===== src/rtl/prog_loader.sv =====
// rtl/prog_loader.sv - program memory loader and run/halt/step controller for a small CPU
// Optional breakpoint unit enabled by defining PROG_LOADER_BREAKPOINT_EN.
module prog_loader (
  input  logic       clk,
  input  logic       n_reset,
  input  logic       wr_valid,
  output logic       wr_ready,
  input  logic [3:0] wr_addr,
  input  logic [7:0] wr_data,
  input  logic       cmd_run,
  input  logic       cmd_halt,
  input  logic       cmd_step,
  input  logic [3:0] cpu_addr,
  output logic [7:0] cpu_data,
  output logic       cpu_n_reset,
  output logic       cpu_ce,
  output logic [1:0] ctrl_state,
`ifdef PROG_LOADER_BREAKPOINT_EN
  input  logic       bp_valid,
  input  logic [3:0] bp_addr,
  output logic       bp_hit,
`endif
  output logic [7:0] instr_count
);

  localparam logic [1:0] ST_IDLE  = 2'b00;
  localparam logic [1:0] ST_RESET = 2'b01;
  localparam logic [1:0] ST_RUN   = 2'b10;
  localparam logic [1:0] ST_STEP  = 2'b11;

  logic [1:0] state_q, state_d;
  logic [7:0] count_q, count_d;
  logic [7:0] mem_q [16];
  logic       wr_fire;
  logic       bp_stop;
  logic [7:0] count_inc;

`ifdef PROG_LOADER_BREAKPOINT_EN
  // Halt wins over a breakpoint: the halting cycle still executes normally.
  assign bp_stop = (state_q == ST_RUN) && bp_valid && (cpu_addr == bp_addr) && !cmd_halt;
  assign bp_hit  = n_reset && bp_stop;
`else
  assign bp_stop = 1'b0;
`endif

  assign wr_ready  = n_reset && (state_q == ST_IDLE);
  assign wr_fire   = wr_valid && wr_ready;
  assign count_inc = (count_q == 8'hFF) ? count_q : count_q + 8'd1;

  always_comb begin
    state_d = state_q;
    case (state_q)
      ST_IDLE: begin
        if (cmd_run)       state_d = ST_RESET;
        else if (cmd_step) state_d = ST_STEP;
      end
      ST_RESET: state_d = ST_RUN;
      ST_RUN: begin
        if (cmd_halt || bp_stop) state_d = ST_IDLE;
      end
      default: state_d = ST_IDLE;
    endcase
  end

  always_comb begin
    count_d = count_q;
    case (state_q)
      ST_RESET: count_d = 8'd0;
      ST_RUN:   if (!bp_stop) count_d = count_inc;
      ST_STEP:  count_d = count_inc;
      default:  count_d = count_q;
    endcase
  end

  always_ff @(posedge clk) begin
    if (!n_reset) begin
      state_q <= ST_IDLE;
      count_q <= 8'd0;
      for (int i = 0; i < 16; i++) mem_q[i] <= 8'h00;
    end else begin
      state_q <= state_d;
      count_q <= count_d;
      if (wr_fire) mem_q[wr_addr] <= wr_data;
    end
  end

  // Controller reset is mirrored onto the CPU combinationally so both reset together.
  assign cpu_data    = mem_q[cpu_addr];
  assign cpu_n_reset = n_reset && (state_q != ST_RESET);
  assign cpu_ce      = !n_reset || ((state_q != ST_IDLE) && !bp_stop);
  assign ctrl_state  = state_q;
  assign instr_count = count_q;

endmodule


===== config.mk =====
export PLATFORM = sky130hd
export DESIGN_NAME = prog_loader
export DESIGN_NICKNAME = d
export VERILOG_FILES = /design/src/rtl/prog_loader.sv
export SDC_FILE = /design/constraint.sdc
export NUM_CORES = 1
export LEC_CHECK = 0
export CORE_AREA = 2 2 117 119
export DETAILED_ROUTE_END_ITERATION = 6
export DIE_AREA = 0 0 119 121
export PLACE_DENSITY = 0.71
export SLEW_MARGIN = 10
export SYNTH_ARGS = -nofsm -noshare
export SYNTH_HDL_FRONTEND = slang
export SYNTH_SLANG_ARGS = --single-unit

===== constraint.sdc =====
create_clock -name clk -period 2.9 [get_ports clk]
set_input_delay 0.58 -clock clk [delete_from_list [all_inputs] [get_ports clk]]
set_output_delay 0.58 -clock clk [all_outputs]
set_load 0.03 [all_outputs]

==> qor.csv <==
metric,value,unit
outcome,"finished, final reports clean",
min_path_type,register to register,
p_sw,0.00104,W
crit_type,input port to output pin,
start_util,48.6,%
clock_power_share,42.7,%
fin_skew,0.00654,ns
wire_per_inst,20.3,um
tritoncts,yes,
htree_levels,4,
synth_common_cells,"130 x and2_1, 128 x edfxtp_1, 32 x mux4_2",
grt_pass1_wl,22600,um
min-delay-start,instr_count[4],
synth_area_leaders,"edfxtp_1 60%, and2_1 13%, mux4_2 11%, dfxtp_1 3.1%, a22oi_1 1.9%",
synth_edf_count,128,
fin_nets,537,
drt_first_pass_iters,5,
cts_root_buffer,clkbuf_16,
overflow,0,
syn_inst,435,
internal-power,0.00368,W
die_x,119,um
hpwl,10100,um
synth_compound_area_share,4.50,%
p_per_area,602,mW/mm^2
critPathMaxFanout,15,
area_growth,23.0,%
cts_setup_buffers,0,
grt_pass1_vias,4072,
combPwrFrac,9.0,%
layout-drive-gt1-share,22.4,%
io_pins,43,
ys_seq_elements,138,
wl,14300,um
numCtsBuffers,17,
muxShareOfSynthArea,11.5,%
drt_iter0_drc,298,
fin_ws,0.0748,ns
rsz0062_at_grt,no,
synth.most_common_cell,and2_1,
yosysWarnings,0,
ir_drop,0.340,mV
leakagePower,2.90,nW
max-cap-violations,0,
synth_top_family_by_area,simple AND/OR/NAND/NOR gates,
drc,0,
core,0.0131,mm^2
yosys_most_used_dff,edfxtp_1,
die_y,121,um
vias,3878,
required,2.32,ns
tightest_slew,0.726,ns
hold_viol_final,0,
post_synth.cell_area_avg,14.6,um^2
synthSimpleGateAreaFrac,18.4,%
post-place-cells,671,
clk_latency,0.42,ns
row_count,42,
switching_share,22.0,%
grt_max_degree,21,
stdcell_count,703,
ys_seq_area_share,63.6,%
synth_fp_nets,458,
clockBufferDepth,2,
crit_start,cpu_addr[1],
synth_top_area_share,60.4,%
antennaDiodeCount,0,
pre_cts_ws,-0.334,ns
ant_nets,0,
die_area,0.0144,mm^2
setup_tns,0,ns
synth.largest_area_cell,edfxtp_1,
clock-sinks,138,
hold_buffers,0,
cp.arrival,2.25,ns
synth_xor_xnor_area_share,0.275,%
synth_area,0.00636,mm^2
place_congestion,0.775,
start_kind,input port,
worst_setup_path_end_kind,output pin,
clk_pin_slew,0.05,ns
io_buffer_count,42,
netlist-cell-type-count,39,
r2r-start,ctrl_state[1],
fmax,354,MHz
seq_power_share,48.3,%
final_area,0.00783,mm^2
setup_viol,0,
track_usage,21.7,%
viasPerCell,5.52,
num-fill-cells,966,
ys_async_sr_fraction,0,%
maxSlewHeadroom,51.5,%
period_share,97.4,%
placed_area,0.00730,mm^2
drv_slew,0,
synthAdderAreaFrac,0.197,%
antenna_found_initial,0,
min_period,2.83,ns
## layout make-up
type	instances	area (um^2)	share of cell area [%]
Tap cell	176	220	2.81
Inverter	3	11.3	0.144
Clock inverter	11	104	1.33
Timing Repair Buffer	81	769	9.83
Multi-Input combinational cell	273	2240	28.6
Clock buffer	21	440	5.63
Sequential cell	138	4040	51.7
## critical path, cell delays in order
cell and delay [ns]:
clkdlybuf4s50_1 0.51, buf_12 0.17, mux4_2 0.30, a22oi_1 0.19, buf_4 0.15, nand2_1 0.05, clkdlybuf4s15_2 0.28
## what timing repair did
item | 4_1_cts | 5_1_grt
gates resized for setup | 26 | 14
cloned | 0 | 0
setup endpoints to repair | 8 | 7
## flip-flops by register name, summed over array words and instances (netlist names)
register	cells
instr_count	8
ctrl_state	2
mem_q	128
## power groups by stage
stage,Clock (W),Combinational (W),Sequential [W]
final,0.00201,0.000423,0.00228
after global routing,0.00212,0.000450,0.00228
after CTS,0.00202,0.000433,0.00228
after detailed placement,0,0.000431,0.00232
after global placement,0,0.000421,0.00231
after floorplan,0,0.000221,0.00231
## kinds of logic (layout without fill, tap and decap cells)
logic type | Yosys count | count (layout)
flip-flops | 138 | 138
AND/OR/NAND/NOR | 193 | 193
AO/OA/AOI/OAI | 44 | 44
buffers and inverters | 24 | 116
adder cells (fa/ha/maj) | 1 | 1
XOR/XNOR | 2 | 2
multiplexers | 33 | 33
## metrics by stage
stage	util [%]	hold WS, ns	total power [W]
2_1_floorplan	-	0.618	0.00253
3_3_place_gp	55.8	0.514	0.00273
3_5_place_dp	55.8	0.513	0.00275
4_1_cts	60.1	0.522	0.00474
5_1_grt	59.8	0.587	0.00485
6_report	59.8	0.522	0.00471
## cell usage in the layout (no fill, tap or decap), types with 4 or more instances in the layout
cell,n
a21oi_1,4
a22oi_1,12
a22oi_2,4
and2_1,130
buf_12,8
buf_2,7
buf_4,33
clkbuf_1,4
clkbuf_16,17
clkdlybuf4s50_1,31
clkinv_2,5
dfxtp_1,10
edfxtp_1,128
mux4_2,32
nand2_1,15
nand2b_1,6
nand3_1,7
nor2_1,14
nor3_1,4
o21ai_0,15
## layer usage
layer  vias up  track usage, %  part of all wire [%]
met2       147            35.5                    50
met5         -               0                     0
met4         0            9.30                   2.2
met3        24            5.97                   6.8
li1       1782               -                     -
met1      1925            27.3                    41
## worst paths after layout
| kind | endpoint | slack, ns | depth (start not counted) |
|---|---|---|---|
| max | cpu_data[3] | 0.07 | 7 |
| min reg2reg | instr_count[4] | 0.52 | 2 |
| max reg2reg | mem_q[8][6] | 0.75 | 5 |
| min | instr_count[4] | 0.52 | 2 |
(Power assumes the default switching activity.)
